<file path="config.mk">
export PLATFORM = sky130hd
export DESIGN_NAME = pipeline_hazard_ctrl
export DESIGN_NICKNAME = d
export VERILOG_FILES = /design/src/rtl/pipeline_hazard_ctrl.sv
export SDC_FILE = /design/constraint.sdc
export NUM_CORES = 1
export LEC_CHECK = 0
export BUFFER_PORTS_ARGS = -buffer_cell sky130_fd_sc_hd__buf_2
export CAP_MARGIN = 20
export CORE_ASPECT_RATIO = 1.5
export CORE_MARGIN = 2
export CORE_UTILIZATION = 57
export DETAILED_ROUTE_END_ITERATION = 6
export HOLD_SLACK_MARGIN = 0.1
export PLACE_DENSITY = 0.92
export SYNTH_ARGS = -nofsm -noshare
export SYNTH_HDL_FRONTEND = slang
export SYNTH_SLANG_ARGS = --single-unit
</file>
<file path="constraint.sdc">
create_clock -name clk -period 3.5 [get_ports clk]
set_input_delay 0.175 -clock clk [delete_from_list [all_inputs] [get_ports clk]]
set_output_delay 0.175 -clock clk [all_outputs]
set_load 0.005 [all_outputs]
</file>
<file path="src/rtl/pipeline_hazard_ctrl.sv">
`default_nettype none
// +--------------------------------------------------------------------------+
// | pipeline_hazard_ctrl                                                     |
// | Stall/flush/freeze sequencer for a 5-stage RISC-V pipeline.              |
// | Rev 1.0 - initial release                                                |
// +--------------------------------------------------------------------------+
module pipeline_hazard_ctrl #(
  parameter int REG_ADDR_W   = 5,
  parameter int CNT_W        = 32,
  parameter int MEM_WAIT_MAX = 15
) (
  input  logic                  clk,
  input  logic                  reset,
  input  logic [REG_ADDR_W-1:0] if_id_rs1,
  input  logic [REG_ADDR_W-1:0] if_id_rs2,
  input  logic                  if_id_uses_rs2,
  input  logic [REG_ADDR_W-1:0] id_ex_rd,
  input  logic                  id_ex_memread,
  input  logic                  ex_mem_br_taken,
  input  logic                  ex_mem_memaccess,
  input  logic                  dmem_ready,
  output logic                  pc_write,
  output logic                  if_id_write,
  output logic                  id_ex_bubble,
  output logic                  if_id_flush,
  output logic                  id_ex_flush,
  output logic                  ex_mem_flush,
  output logic                  pipe_freeze,
  output logic                  dmem_req,
  output logic                  mem_timeout_err,
  output logic [CNT_W-1:0]      stall_count,
  output logic [CNT_W-1:0]      flush_count
);

  localparam int WAIT_W = (MEM_WAIT_MAX < 1) ? 1 : $clog2(MEM_WAIT_MAX + 1);

  localparam logic [1:0] C_ST_RUN      = 2'd0;
  localparam logic [1:0] C_ST_MEM_WAIT = 2'd1;
  localparam logic [1:0] C_ST_ERROR    = 2'd2;

  localparam logic [WAIT_W-1:0] C_WAIT_MAX = WAIT_W'(MEM_WAIT_MAX);
  localparam logic [WAIT_W-1:0] C_WAIT_ONE = WAIT_W'(1);

  logic [1:0]        state_q, state_d;
  logic [WAIT_W-1:0] wait_cnt_q, wait_cnt_d;
  logic [CNT_W-1:0]  stall_count_q, stall_count_d;
  logic [CNT_W-1:0]  flush_count_q, flush_count_d;
  logic              w_load_use;
  logic              w_stall_inc;
  logic              w_flush_inc;

  assign w_load_use = id_ex_memread && (id_ex_rd != '0) &&
                      ((id_ex_rd == if_id_rs1) ||
                       (if_id_uses_rs2 && (id_ex_rd == if_id_rs2)));

  always_comb begin
    state_d         = state_q;
    wait_cnt_d      = wait_cnt_q;
    pc_write        = 1'b1;
    if_id_write     = 1'b1;
    id_ex_bubble    = 1'b0;
    if_id_flush     = 1'b0;
    id_ex_flush     = 1'b0;
    ex_mem_flush    = 1'b0;
    pipe_freeze     = 1'b0;
    dmem_req        = 1'b0;
    mem_timeout_err = 1'b0;
    w_flush_inc     = 1'b0;

    case (state_q)
      C_ST_RUN: begin
        if (ex_mem_br_taken) begin
          if_id_flush  = 1'b1;
          id_ex_flush  = 1'b1;
          ex_mem_flush = 1'b1;
          w_flush_inc  = 1'b1;
        end else if (ex_mem_memaccess) begin
          dmem_req = 1'b1;
          if (!dmem_ready) begin
            pipe_freeze = 1'b1;
            pc_write    = 1'b0;
            if_id_write = 1'b0;
            state_d     = C_ST_MEM_WAIT;
            wait_cnt_d  = C_WAIT_ONE;
          end
        end else if (w_load_use) begin
          pc_write     = 1'b0;
          if_id_write  = 1'b0;
          id_ex_bubble = 1'b1;
        end
      end
      C_ST_MEM_WAIT: begin
        dmem_req = 1'b1;
        if (dmem_ready) begin
          state_d    = C_ST_RUN;
          wait_cnt_d = '0;
        end else begin
          pipe_freeze = 1'b1;
          pc_write    = 1'b0;
          if_id_write = 1'b0;
          if (wait_cnt_q == C_WAIT_MAX) state_d = C_ST_ERROR;
          else wait_cnt_d = wait_cnt_q + 1'b1;
        end
      end
      C_ST_ERROR: begin
        pipe_freeze     = 1'b1;
        pc_write        = 1'b0;
        if_id_write     = 1'b0;
        mem_timeout_err = 1'b1;
      end
      default: begin
        state_d    = C_ST_RUN;
        wait_cnt_d = '0;
      end
    endcase

    // Reset overrides every output to the free-running, no-hazard pattern.
    if (reset) begin
      pc_write        = 1'b1;
      if_id_write     = 1'b1;
      id_ex_bubble    = 1'b0;
      if_id_flush     = 1'b0;
      id_ex_flush     = 1'b0;
      ex_mem_flush    = 1'b0;
      pipe_freeze     = 1'b0;
      dmem_req        = 1'b0;
      mem_timeout_err = 1'b0;
      w_flush_inc     = 1'b0;
    end

    w_stall_inc   = !pc_write && (state_q == C_ST_RUN || state_q == C_ST_MEM_WAIT);
    stall_count_d = (w_stall_inc && (stall_count_q != '1)) ? stall_count_q + 1'b1 : stall_count_q;
    flush_count_d = (w_flush_inc && (flush_count_q != '1)) ? flush_count_q + 1'b1 : flush_count_q;
  end

  always_ff @(posedge clk) begin
    if (reset) begin
      state_q       <= C_ST_RUN;
      wait_cnt_q    <= '0;
      stall_count_q <= '0;
      flush_count_q <= '0;
    end else begin
      state_q       <= state_d;
      wait_cnt_q    <= wait_cnt_d;
      stall_count_q <= stall_count_d;
      flush_count_q <= flush_count_d;
    end
  end

  assign stall_count = stall_count_q;
  assign flush_count = flush_count_q;

endmodule
`default_nettype wire

</file>
# Word level (Yosys, flattened, before mapping)

Index checks and enable logic that the tools add are counted.

Bits in registers: 70
Bits in latches: 0
Bits in writable memories: 0
Bits in read-only memories: 0
Bits of input ports: 22
Output and inout bits: 73
Word-level logic and storage cells: 70
Memories kept: 0

Add/subtract/negate cells: 3
Multiply operators: 0
Divide/modulo/power cells: 0
Order comparisons: 0
Eq/ne operators: 12
Shift operators: 0
Mux-type cells: 37
Bitwise operators: 1
Reduce and logical (&&, ||, !) cells: 13

Operator list:

| cell                                                                  | count |
|---|---|
| 32-bit by 1-bit adder with 32-bit output, second input constant       | 2 |
| 32-bit != test, second input constant                                 | 2 |
| 1-bit 2-to-1 mux                                                      | 22 |
| 4-bit 2-to-1 mux                                                      | 5 |
| 4-bit case mux with 3 select lines                                    | 1 |
| 5-bit equality test                                                   | 2 |
| 2-bit 2-to-1 mux                                                      | 5 |
| 5-bit AND reduction                                                   | 2 |
| 1-bit logical AND                                                     | 6 |
| 2-bit != test, second input constant                                  | 3 |
| 3-bit != test, second input constant                                  | 2 |
| 1-bit case mux with 3 select lines                                    | 2 |
| 2-bit case mux with 3 select lines                                    | 1 |
| 5-bit nonzero test                                                    | 1 |
| 4-bit by 1-bit adder with 4-bit output, second input constant         | 1 |
| 4-bit equality test, second input constant                            | 1 |
| 2-bit by 1-bit equality test with 1-bit output, second input constant | 1 |
| 2-bit equality test, second input constant                            | 1 |
| 2-bit logical NOT                                                     | 1 |
| 1-bit logical OR                                                      | 2 |
| 1-bit case mux with 2 select lines                                    | 1 |
| 1-bit logical NOT                                                     | 1 |
| 1-bit NOT                                                             | 1 |

# Depth between registers and ports, before layout

Gate-level depths: netlist of run 1.

Depth after elaboration: 12
Mapped depth: 9
Mapped depth without buffers: 7

# Worst setup path before layout of run 1

No wires, ideal clock.

Path kind: register to register
Start point: reg stall_count_q[7], in the netlist stall_count[7]
End point: reg stall_count_q[12], in the netlist stall_count[12]
Library setup time: 128 ps
Arrival: 1821 ps
Required time: 3372 ps
Slack: 1552 ps
Cell stages (with the launch flop): 9
Buffers on the path: 1
Clock period less this slack: 1948 ps
Cell sequence: dfxtp_1 > nand4_4 > nor4_4 > nand2_2 > or2_0 > buf_2 > nor4b_4 > xnor2_1 > nor2_1

Word-level cells in the longest chain between the ends: 2
Elaborated cells on any way between the ends: 3
Classes of those cells: add/sub: 1; eq/ne: 1; reduce/logical: 1

RTL lines:

| element                                                                          | line | text |
|---|---|---|
| from (decl)                                                                      | 46   | `logic [CNT_W-1:0] stall_count_q, stall_count_d;` |
| from (signal assigned)                                                           | 145  | `stall_count_q <= stall_count_d;` |
| branches (longest 2 deep; another with 32-bit by 1-bit adder with 32-bit output) | n/a  |  |

Parallel ways; which one is timed is not known.
A chain may end at the register's enable or synchronous reset.

# Worst setup path in the final report of run 1

Start point: reg state_q[0]
End point: reg stall_count_q[17], in the netlist stall_count[17]

Word-level cells in the longest chain between the ends: 6
Elaborated cells on any way between the ends: 9
Classes of those cells: eq/ne: 2; mux: 2; reduce/logical: 5

RTL lines:

| element                                     | line | text |
|---|---|---|
| from (decl)                                 | 44   | `logic [1:0] state_q, state_d;` |
| from (signal assigned)                      | 143  | `state_q <= state_d;` |
| 2-bit equality test (tied with other cells) | 70   | `case (state_q)` |
| 1-bit case mux with 3 select lines          | 70   |  |
| 1-bit 2-to-1 mux                            | 118  | `if (reset) begin` |
| 1-bit logical NOT                           | 131  | `w_stall_inc = !pc_write && (state_q == C_ST_RUN \|\| state_q == C_ST_MEM_WAIT);` |
| 1-bit logical AND (*)                       | 131  |  |
| 1-bit logical AND (*)                       | 132  | `stall_count_d = (w_stall_inc && (stall_count_q != '1)) ? stall_count_q + 1'b1 : stall_count_q;` |

Every way passes the cells marked *; elsewhere a longest branch is shown, timed or not.

==> results.md, run 1 <==
Drt:
- For this run, the detailed router's first-pass iteration total came to 4.
- In this run, the number of DRC markers left after iteration 0 of detailed routing was between 150 and 200.
- The DRC violations left is 0.
- The post-detailed-route via-to-cell ratio is around 5.7.
- The highest layer touched by signal routing is met4.
- The met3 wirelength from detailed routing is roughly 500 microns.
- For this block, the routed nets add up to 8.549 mm of wire.
- The length of routed wiring on met1 is about 3.4 mm.
- The overall via count from detail_route is 3439.
- The detailed route wirelength on metal2 is approximately 4.3 mm.
- After detailed routing, the average wire length per cell comes to ~14 microns.
- The antenna violation net count after detailed routing is 0.

STA:
- Measured against its own limit, the worst slew margin works out to approximately 35%.
- At the pin with the least slew margin, the transition time is between 0.9 and 1 ns.
- Setup slack on the critical path of the routed design comes to between 1 and 1.5 ns.
- Summed over all failing endpoints, the final setup total negative slack is 0 ns.
- The worst path uses 68.58% of the clock period.
- Setup repair after global routing left no endpoint under its margin.
- The setup clock skew after layout is slightly below 0.006 ns.
- The final critical delay including setup and external delays is between 2 and 2.5 ns.
- The number of pins exceeding their max-slew limit in the final report was 0.
- The peak clock frequency supported by timing is 416.6 MHz.
- Hold timing on the final database bottoms out at a slack of between 0.2 and 0.25 ns.
- The number of hold-slack violations in the final timing report is 0.
- Setup violations remaining at the end of the flow were counted as 0.

Place:
- The placed instances occupy a cell area of 4103 sq um.
- Once detailed placement completed, the half-perimeter wirelength came to between 6 and 7 mm.
- The placer's final routability congestion estimate is approximately 0.80.
- In this run, placement finished with an instance count of 585.
- Port buffering added 94 buffers.
- OpenSTA, run right after detailed placement, puts the worst setup slack at between 1 and 1.5 ns.

Global route:
- Global routing consumed, over all layers together, between 20 and 30% of the routing resources.
- The overall overflow remaining after global route is 0.
- The number of antenna violations at the first check in global routing came to 0.
- The pin count of the biggest net entering global routing is 77.
- The number of global-route vias before repair is 3287.
- The wire length of the first global-routing pass is 14.17 mm.

CTS:
- TritonCTS built the clock tree.
- The later pin in the worst-skew pair is clocked with a latency of between 0.3 and 0.4 ns.
- The longest clock path from root to sink contains 2 buffers.
- Post-CTS repair changed the size of 0 cells.
- The sink count of the clock tree is 70.
- The number of levels the H-tree was split into is 3.
- The clock transition at the register clock pins on the worst setup and hold paths after CTS is around 0.08 ns.
- The tree is rooted in a clkbuf_8.
- The number of clock buffers inserted by TritonCTS is 9.

Logic synthesis:
- Of the total synthesized cell area, the portion taken by XOR and XNOR cells is roughly 15%.
- The async set or reset register ratio after synthesis is 0%.
- In the synthesized netlist, the cells that appear most often are 72 x nor2_1, 70 x dfxtp_1, 39 x xnor2_1.
- The number of nets in the synthesized netlist is 457.
- The dominant combinational cell family by area after synthesis is simple AND/OR/NAND/NOR gates.
- The post-synthesis sequential area ratio is between 30% and 40%.
- The dominant cell by count in the synthesized netlist is nor2_1.
- The synthesized design contains 70 register bits.
- Synthesis instantiated 46 different standard cells from the library.
- Summing every instance area after synthesis gives 3610 sq um.
- Measured against the total synthesized area, the mux share comes to less than 1%.
- For this run, the leading register cell type out of synthesis is dfxtp_1.
- The synthesized netlist devotes 1.040% of its cell area to adder and majority cells.
- Yosys printed 0 warnings.
- After synthesis, the cell types taking the most area are dfxtp_1 39%, xnor2_1 9.5%, nor2_1 7.5%.
- Synthesis produced approximately 430 cells.
- Summing the areas of all compound-gate instances in the mapped netlist gives 7.522% of the synthesized area.
- Of all cell types, the one taking the most synthesized area is dfxtp_1.
- The count of flip-flops with a built-in enable after synthesis is 0.
- Of the total synthesized cell area, the portion taken by AND, OR, NAND and NOR gates is between 30% and 40%.
- Summed over its instances, the top area cell type makes up ~39% of the synthesized netlist area.
- The average size of a mapped cell is between 8 and 9 sq um.

Min path:
- The capture endpoint of the worst hold path is flush_count[1].
- The depth of the worst hold-timing path is 4.
- In this run the most critical hold path is launched from reset.
- The path class of the tightest hold or removal check is in -> reg.

Critical path:
- The worst setup slack for register-to-register paths is 1.10 ns.
- The cell with the largest stage delay on the worst path is nor2_1.
- The number of cells on the worst reg-to-reg path is 6.
- The setup path with the least slack is of type reg -> reg.
- The required arrival time at the worst endpoint is 3.73 ns.
- Traced cell by cell, the critical path runs through nand2b_1 -> nand2_1 -> nor2_1 -> nor2_1 -> nand3_1 -> mux2_2.
- The origin of the critical flop-to-flop path is state_q[0].
- At the worst endpoint, the arrival time is ~2.6 ns.
- The worst setup path is launched from a flop.
- The destination of the worst register-to-register timing path is stall_count[17].
- The number of buffers and inverters on the critical path is 0.
- In this design, the critical path's most frequently occurring cell is nor2_1.
- On the critical path the largest part of the delay comes from simple AND/OR/NAND/NOR gates.
- The largest fanout on the critical path is 13.
- The largest stage delay on the critical path is between 0.6 and 0.7 ns.
- The worst setup path is captured at a flop.

Die:
- The total I/O pin count is 95.
- The initial utilization of the core area, before any placement, comes to 58.88%.
- The die is just over 100 microns tall.
- In this run the standard cell core region covers between 6000 and 7000 sq um.
- In this run the horizontal extent of the chip is slightly below 70 microns.
- The floorplan step defined a die boundary enclosing between 6000 and 7000 sq um.
- The site row count is 35.

Power:
- The static power due to leakage is about 1.7 nW.
- The ratio of total power to cell area is ~360 nW/um^2.
- VDD sags by at most around 0.26 mV.

Cells and area:
- Across the whole layout, storage elements account for ~1400 sq um.
- After filler insertion, the fill cell instance count of the layout stands at 466.
- Relative to the synthesized area, the layout overhead comes to 19.72%.
- Of the cells placed in the final design, the portion with a size suffix greater than 1 is roughly a quarter.
- The total number of nets in the final design is 548.
- The count of cells in the finished layout, fillers not included, comes to roughly 600.
- The number of antenna cells inserted is 0.
- After routing the design area is ~4300 sq um.
- The area of the multi-input gates is between 2000 and 2500 sq um.

Run:
- Max-cap violations in this run came to 0.

Status:
- The flow ran to the end, and the final reports show no timing, DRC or antenna violations.
-- metal layers --
| metal | up-vias | GRT usage (%) |
|---|---|---|
| li1 | 1688 | - |
| met1 | 1598 | 27.81 |
| met2 | 120 | 45.12 |
| met3 | 33 | 6.222 |
| met4 | 0 | 14.78 |
| met5 | - | 0 |
-- registers in the layout, summed over array words and instances, names as in the netlist --
register     flops
wait_cnt_q       4
stall_count     32
state_q          2
flush_count     32
-- tightest hold or removal path, stage by stage --
cell	delay [ns]
buf_2	0.12
nor4b_4	0.07
nand3_1	0.08
a21oi_1	0.05
-- timing repair --
action	CTS	global route
buffers inserted	0	0
hold endpoints to repair	1	0
hold buffers	1	0
endpoints found under the setup margin	0	0
-- power breakdown --
group          internal [mW]  switching [mW]  total [mW]  leakage, nW
sequential             0.799         0.00539       0.805        0.564
clock                  0.367           0.307       0.674       0.0976
combinational         0.0328          0.0492      0.0820         1.06
-- worst max path at each step --
stage / startpoint / to / depth (start not counted)
3_5_place_dp: state_q[1] / stall_count[17] / 7
6_report: state_q[0] / stall_count[17] / 6
3_3_place_gp: state_q[1] / stall_count[19] / 7
4_1_cts: state_q[1] / stall_count[17] / 7
2_1_floorplan: stall_count[7] / stall_count[12] / 8
5_1_grt: state_q[1] / stall_count[19] / 7
-- kinds of logic after synthesis --
group | count (synthesis)
flip-flops | 70
AO/OA/AOI/OAI | 44
multiplexers | 2
adder cells (fa/ha/maj) | 3
buffers and inverters | 24
AND/OR/NAND/NOR | 227
XOR/XNOR | 62
-- layout make-up --
class / count / area share (%)
Sequential cell: 70 / 32.43
Tap cell: 74 / 2.142
Multi-Input combinational cell: 338 / 48.44
Clock inverter: 5 / 1.332
Inverter: 6 / 0.5211
Timing Repair Buffer: 98 / 11.64
Clock buffer: 11 / 3.503
-- metrics by stage --
stage | utilization [%] | total power, mW
3_5_place_dp | 66.92 | 0.9031
4_1_cts | 70.49 | 1.568
2_1_floorplan | - | 0.8721
3_3_place_gp | 66.92 | 0.8999
5_1_grt | 70.49 | 1.612
6_report | 70.49 | 1.561
-- placed cells by master, fill, tap and decap left out, types with 5 or more instances in the layout --
| master | synthesis | layout |
|---|---|---|
| inv_1 | 6 | 6 |
| dfxtp_1 | 70 | 70 |
| or3_1 | 12 | 12 |
| buf_2 | 5 | 94 |
| nand2_1 | 31 | 31 |
| nor3_1 | 17 | 17 |
| nor4_1 | 5 | 5 |
| clkbuf_8 | 0 | 11 |
| nand4_1 | 19 | 19 |
| nor2_1 | 72 | 72 |
| nand3_1 | 32 | 32 |
| and3_1 | 8 | 8 |
| xnor2_1 | 39 | 39 |
| and4_1 | 7 | 7 |
| o21ai_0 | 11 | 11 |
| nor2b_1 | 5 | 5 |
| xor2_1 | 23 | 23 |
| a21oi_1 | 16 | 16 |
No activity file was read; power rests on OpenSTA's default activity.
==> run 2: changes to the inputs <==
--- a/config.mk
+++ b/config.mk
@@ -9,10 +9,10 @@
 export CAP_MARGIN = 20
 export CORE_ASPECT_RATIO = 1.5
 export CORE_MARGIN = 2
-export CORE_UTILIZATION = 57
+export CORE_UTILIZATION = 53
 export DETAILED_ROUTE_END_ITERATION = 6
 export HOLD_SLACK_MARGIN = 0.1
-export PLACE_DENSITY = 0.92
+export PLACE_DENSITY = 0.87
 export SYNTH_ARGS = -nofsm -noshare
 export SYNTH_HDL_FRONTEND = slang
 export SYNTH_SLANG_ARGS = --single-unit
==> constraint.sdc (replaced) <==
create_clock -name clk -period 2.3 [get_ports clk]
set_input_delay 0.115 -clock clk [delete_from_list [all_inputs] [get_ports clk]]
set_output_delay 0.115 -clock clk [all_outputs]
set_load 0.005 [all_outputs]
==> run 2 against run 1 <==
Against the previous run: fmax rose by 9.5%; critical path depth rose by 1; clock skew rose by 0.0078 ns; global-route usage fell by 2.5 points.
==> results.md, run 2 (synthesis gave the netlist of run 1 again) <==
Status:
- The run finished with clean final reports.

Drt:
- The number of iterations in the first detailed-routing pass is 4 (unchanged).
- The DRC violations left is 0 (unchanged).
- The detailed-route wire length per cell is 14.38 microns (+1.3%).
- The overall via count from detail_route came to 3508 (+2.0%).
- The detailed route wirelength on metal2 is 4.604 mm (+6.5%).
- The length of routed wiring on met1 is 3.444 mm (+0.73%).
- The post-detailed-route via-to-cell ratio was 5.713 (about the same).
- The top layer reached by signal wires is met4.
- The antenna violation net count after detailed routing is 0 (unchanged).
- The total detailed-routing wirelength was 8.832 mm (+3.3%).
- The met3 wirelength from detailed routing is 482 microns (-3.4%).
- The number of violations reported at the end of detailed-routing iteration 0 is 191 (+3.8%).

Place:
- The number of buffer cells added on primary ports came to 94 (unchanged).
- The detailed placement HPWL came to 6.467 mm (+5.1%).
- The placed cell count is 598 (+2.2%).
- The placer's final routability congestion estimate is 0.8831 (+11%).

CTS:
- The clock insertion delay at the later pin of the skew report was 0.35 ns (about the same).
- The number of levels the H-tree was split into came to 3 (unchanged).
- The clock transition at the register clock pins on the worst setup and hold paths after CTS is 0.07 ns (about the same).
- The number of clock buffers inserted by TritonCTS was 9 (unchanged).
- The setup fix buffers added after clock tree synthesis is 0 (unchanged).
- The clock tree buffer depth was 2 (unchanged).
- The sink count of the clock tree was 70 (unchanged).
- The clock root buffer master is clkbuf_8.
- The CTS tree is built.

Power:
- The combinational cell fraction of total power is 5.5% (+0.2 points).
- The portion of total power attributed to the clock network is 42.4% (-0.8 points).
- The internal power is 1.796 mW (+50%).
- The static power due to leakage is 1.777 nW (+3.2%).
- The worst voltage drop across the vdd grid is 0.4054 mV (+54%).
- The switching power summed over all nets is 0.5552 mW (+53%).
- The ratio of total power to cell area was 533.0 nW/um^2 (+48%).
- The switching share of power is 23.62% (+0.42 points).
- The share of power burned in registers is 52.1% (+0.5 points).

STA:
- The setup clock skew after layout is 0.01358 ns (+0.007799 ns).
- The number of pins exceeding their max-slew limit in the final report is 0 (unchanged).
- The headroom to the max-slew limit came to 49.47% (+14 points).
- The peak clock frequency supported by timing came to 456.0 MHz (+9.5%).
- The tightest hold margin came to 0.1683 ns (-0.04247 ns).
- The pin slew with the least headroom to its limit came to 0.7580 ns (-0.2062 ns).
- The number of hold-slack violations in the final timing report is 0 (unchanged).
- The final sum of negative setup slack is 0 ns (unchanged).
- The final critical delay including setup and external delays is 2.193 ns (-0.2072 ns).
- Setup repair after global routing could not meet its margin everywhere.
- The number of setup violations in the final report is 0 (unchanged).
- The final worst-path cycle share is 95.35% (+27 points).

Cells and area:
- The final cell count without fillers is 614 (+2.0%).
- The number of antenna cells inserted came to 0 (unchanged).
- The fraction of final layout cells sized beyond drive strength 1 was 26.02% (+2.2 points).
- The library cell used most frequently in the layout, excluding fill and tap cells, is buf_2.
- Leaving out fill and tap cells, the most frequent cells in the layout are 94 x buf_2, 70 x nor2_1, 70 x dfxtp_1, 39 x xnor2_1, 32 x nand3_1.
- The total number of nets in the final design came to 559 (+2.0%).
- The area of the multi-input gates is 2110 sq um (+0.78%).
- The fill cell total of the finished layout is 528 (+13%).
- Compared with the post-synthesis result, the final layout area differs by 22.18%.
- The core occupancy in the finished layout is 67.53% (-3.0 points).
- The sequential cell area came to 1401 sq um (unchanged).

Die:
- The horizontal extent of the die is 71.39 microns (+3.5%).
- The initial standard-cell utilization of the core came to 55.27% (-3.6 points).
- The total I/O pin count is 95 (unchanged).
- The site row count is 36 (+2.9%).
- The full die area is 7501 sq um (+7.2%).
- The floorplan die height is 105.1 microns (+3.6%).
- The placeable core region is 6531 sq um (+6.5%).

Min path:
- The depth of the worst hold-timing path came to 3 (-1).
- The path type of the worst min-delay path is in -> reg.

Global route:
- The overall overflow remaining after global route is 0 (unchanged).
- The number of antenna violations at the first check in global routing is 0 (unchanged).
- The number of global-route vias before repair is 3301 (+0.43%).
- The global-route usage over all layers came to 23.48% (-2.5 points).
- The pin count of the biggest net entering global routing was 76 (-1.3%).
- The wire length of the first global-routing pass is 14.39 mm (+1.5%).

Run:
- The total of max-cap violations was 0 (unchanged).

Critical path:
- The largest fanout on the critical path is 9 (-4).
- The critical path class is reg -> reg.
- STA classifies the critical path startpoint as a flop.
- The worst setup path is captured at a flop.
- The worst path arrival time is 2.40 ns (-0.23 ns).
- The required arrival time at the worst endpoint is 2.51 ns (-1.22 ns).
- The count of cells along the worst register-to-register path is 7 (+1).
==> run 2: cell types whose count changed in the layout (fill, tap and decap cells not counted), sizes merged <==
cell,delta
inv,+1
clkbuf,-1
clkinvlp,-1
buf,+11
==> run 2: layout make-up <==
| class | count | share of cell area, % |
|---|---|---|
| timing repair buffer | 109 | 13.28 |
| clock inverter | 5 | 1.333 |
| tap | 76 | 2.156 |
| sequential | 70 | 31.77 |
| multi-input combinational | 338 | 47.83 |
| inverter | 6 | 0.5106 |
| clock buffer | 10 | 3.121 |
==> run 2: stage by stage <==
stage               cell area (sq um)  worst slack, ns  power, mW
CTS                              4394           0.1169      2.367
global route                     4410         -0.02168      2.418
detailed placement               4188           0.1407      1.379
finish                           4410           0.1070      2.351
global placement                 4188           0.2508      1.374
floorplan                        3610           0.3516      1.327
==> run 2: path summary, 6_finish.rpt <==
check	startpoint	endpoint	slack, ns
worst min-delay path	reset	state_q[0]	0.17
worst max register to register	state_q[1]	flush_count[17]	0.11
worst max-delay path	state_q[1]	flush_count[17]	0.11
worst min register to register	flush_count[20]	flush_count[20]	0.53
==> run 2: per-layer routing <==
layer | track usage [%] | vias up
met5 | 0 | -
met4 | 13.34 | 0
met3 | 3.857 | 25
met2 | 42.13 | 124
met1 | 25.20 | 1646
li1 | - | 1713
==> run 2: repair_timing <==
item                                    CTS  global route
hold buffers                              1             0
endpoints found under the setup margin    0             9
resized for setup                         0             4
endpoints found under the hold margin     1             0
==> run 2: critical path: stages, from the launching register on <==
cell	delay, ns
dfxtp_1	0.33
buf_4	0.17
nor4b_4	0.37
nand4_1	0.25
a311oi_4	0.52
nand4_1	0.20
xor2_1	0.17
nor2_1	0.05
==> run 2: power groups by stage <==
stage                     Clock, mW  Sequential [mW]  Combinational [mW]
after floorplan                   0             1.25              0.0768
after global routing           1.05             1.22               0.143
after CTS                      1.02             1.22               0.129
final                         0.997             1.22               0.130
after detailed placement          0             1.25               0.127
after global placement            0             1.25               0.122
==> run 3: changes to the inputs <==
--- a/config.mk
+++ b/config.mk
@@ -8,7 +8,6 @@
 export BUFFER_PORTS_ARGS = -buffer_cell sky130_fd_sc_hd__buf_2
 export CAP_MARGIN = 20
 export CORE_ASPECT_RATIO = 1.5
-export CORE_MARGIN = 2
 export CORE_UTILIZATION = 53
 export DETAILED_ROUTE_END_ITERATION = 6
 export HOLD_SLACK_MARGIN = 0.1
==> run 3 against run 2 <==
Against the previous run: combinational power barely moved; highest routed layer unchanged; clock-buffer cell count did not move; via count fell by 0.46%; non-clock buffer count fell by 2; cell count fell by 0.16%; sequential power barely moved; critical endpoint is now stall_count[25]; sequential cell count did not move; clock skew fell by 0.0030 ns; design area rose by 1.9%; critical path depth rose by 1.
==> results.md, run 3 (synthesis gave the netlist of run 1 again) <==
Cells and area:
- The sequential cell area was 1403 sq um (about the same).
- The area of the multi-input gates came to 2142 sq um (+1.5%).
- The number of antenna cells inserted is 0 (unchanged).
- The fill cell total of the finished layout is 501 (-5.1%).
- The fraction of final layout cells sized beyond drive strength 1 is 26.82% (+0.79 points).
- The total number of nets in the final design is 557 (-0.36%).
- In the layout the commonest cells are 94 x buf_2, 70 x nor2_1, 69 x dfxtp_1, 39 x xnor2_1, 32 x nand3_1.
- The area growth from synthesis to layout is 24.51%.
- The most common cell after layout, fill and taps aside is buf_2.

CTS:
- The clock transition at the register clock pins on the worst setup and hold paths after CTS is 0.08 ns (about the same).
- The clock root buffer master is clkbuf_8.
- The sink count of the clock tree is 70 (unchanged).
- The number of levels the H-tree was split into is 3 (unchanged).
- TritonCTS built the clock tree.
- The clock tree buffer depth was 2 (unchanged).
- The clock insertion delay at the later pin of the skew report is 0.35 ns (about the same).
- The number of clock buffers inserted by TritonCTS is 9 (unchanged).

Place:
- The detailed placement HPWL is 6.268 mm (-3.1%).
- The number of buffer cells added on primary ports is 94 (unchanged).
- The placer's final routability congestion estimate is 0.8602 (-2.6%).

Drt:
- The number of iterations in the first detailed-routing pass was 6 (+2).
- The number of violations reported at the end of detailed-routing iteration 0 is 165 (-14%).
- The detailed-route wire length per cell came to 14.40 microns (+0.11%).
- The overall via count from detail_route is 3492 (-0.46%).
- The DRC violations left is 0 (unchanged).
- The total detailed-routing wirelength is 8.827 mm (about the same).
- The post-detailed-route via-to-cell ratio is 5.697 (-0.29%).
- The antenna violation net count after detailed routing is 0 (unchanged).

STA:
- The pin slew with the least headroom to its limit is 0.7821 ns (+0.02417 ns).
- The number of hold-slack violations in the final timing report is 0 (unchanged).
- The headroom to the max-slew limit was 47.86% (-1.6 points).
- The number of pins exceeding their max-slew limit in the final report is 0 (unchanged).
- The peak clock frequency supported by timing was 453.8 MHz (-0.49%).
- The setup clock skew after layout was 0.01062 ns (-0.002959 ns).
- The final sum of negative setup slack was 0 ns (unchanged).
- The number of setup violations in the final report came to 0 (unchanged).
- Setup repair after global routing left no endpoint under its margin.
- The final critical delay including setup and external delays is 2.204 ns (+0.01070 ns).
- The final worst-path cycle share came to 95.81% (+0.47 points).

Global route:
- The global-route usage over all layers came to 24.84% (+1.4 points).
- The overall overflow remaining after global route is 0 (unchanged).
- The pin count of the biggest net entering global routing was 77 (+1.3%).
- The wire length of the first global-routing pass is 14.29 mm (-0.67%).
- The number of antenna violations at the first check in global routing was 0 (unchanged).
- The number of global-route vias before repair is 3306 (+0.15%).

Status:
- The flow ran to the end, and the final reports show no timing, DRC or antenna violations.

Min path:
- The worst hold path begins at reset.
- The path type of the worst min-delay path is in -> reg.
- The depth of the worst hold-timing path is 4 (+1).
- The capture endpoint of the worst hold path is flush_count[2].

Die:
- The site row count is 36 (unchanged).
- The placeable core region is 6531 sq um (unchanged).
- The total I/O pin count is 95 (unchanged).
- The floorplan die height was 103.1 microns (-1.9%).
- The horizontal extent of the die was 69.39 microns (-2.8%).
- The initial standard-cell utilization of the core is 55.27% (unchanged).
- The full die area is 7152 sq um (-4.7%).

Critical path:
- The largest fanout on the critical path came to 10 (+1).
- The worst setup slack for register-to-register paths is 0.1 ns (about the same).
- The required arrival time at the worst endpoint is 2.50 ns (about the same).
- The worst path arrival time is 2.41 ns (about the same).
- The origin of the critical flop-to-flop path is state_q[0].
- STA classifies the critical path startpoint as a flop.
- In this run the critical register-to-register path is captured at stall_count[25].
- The critical path in this run is classified as reg -> reg.
- The count of cells along the worst register-to-register path is 8 (+1).
- STA classifies the critical path endpoint as a flop.

Power:
- The worst voltage drop across the vdd grid is 0.3843 mV (-5.2%).
- The ratio of total power to cell area was 593.5 nW/um^2 (+11%).
- The total power is 2.668 mW (+13%).
- The static power due to leakage is 1.806 nW (+1.6%).

Run:
- The total of max-cap violations came to 0 (unchanged).
-- run 3: cell types whose count changed in the layout (fill, tap and decap cells not counted), moves of 2 or more --
cell,previous run,this run
buf_4,14,12
bufinv_16,1,4
clkinvlp_4,2,0
nor4_1,5,3
nor4_2,0,2
-- run 3: layout make-up --
| type | count | share of cell area [%] |
|---|---|---|
| clock buffers | 10 | 2.840 |
| clock inverters | 6 | 2.979 |
| inverters | 6 | 0.5011 |
| multi-input cells | 338 | 47.66 |
| flip-flops and latches | 70 | 31.21 |
| well taps | 76 | 2.116 |
| repair buffers | 107 | 12.69 |
-- run 3: metrics by stage --
step                instances  area, sq um  worst slack, ns  hold WS, ns  util [%]
finish                    613         4494          0.09635       0.2034     68.81
global route              613         4494         0.006611       0.2020     68.81
CTS                       613         4451          0.02654       0.1747     68.14
detailed placement        596         4173          0.04546       0.3628     63.89
global placement          596         4173           0.1677       0.3556     63.89
floorplan                 432         3610           0.3516       0.1878         -
-- run 3: worst max-delay path by stage --
stage | start | endpoint | cells past startpoint
after floorplan | stall_count[7] | stall_count[12] | 8
after global placement | state_q[0] | stall_count[27] | 8
after detailed placement | stall_count[7] | stall_count[19] | 7
after CTS | state_q[0] | stall_count[17] | 6
after global routing | state_q[0] | flush_count[17] | 6
final | state_q[0] | stall_count[25] | 8
-- run 3: metal layers --
metal	up-vias	part of all wire, %	track usage [%]
met5	-	0	0
met4	0	2.0	13.19
met3	22	5.4	7.136
met2	140	53	43.91
met1	1629	40	27.01
li1	1701	-	-
-- run 3: power by group --
part | internal, mW | leakage, nW | total (mW) | switching [mW]
sequential | 1.22 | 0.565 | 1.22 | 0.00774
clock | 0.831 | 0.130 | 1.31 | 0.481
combinational | 0.0543 | 1.11 | 0.132 | 0.0772
-- run 3: repair_timing --
item,CTS,global route
pin swaps,0,1
endpoints found under the setup margin,1,28
hold buffers,1,0
endpoints found under the hold margin,1,0
gates resized for setup,1,10
buffers inserted,0,0
-- run 3: worst max-delay path, stage by stage (launching register included) --
cell and delay, ns:
dfxtp_1 0.41, nor4b_1 0.37, o21ai_1 0.21, a211oi_2 0.26, o31ai_2 0.12, buf_4 0.19, nor4b_2 0.26, xnor2_1 0.18
nor2_1 0.07
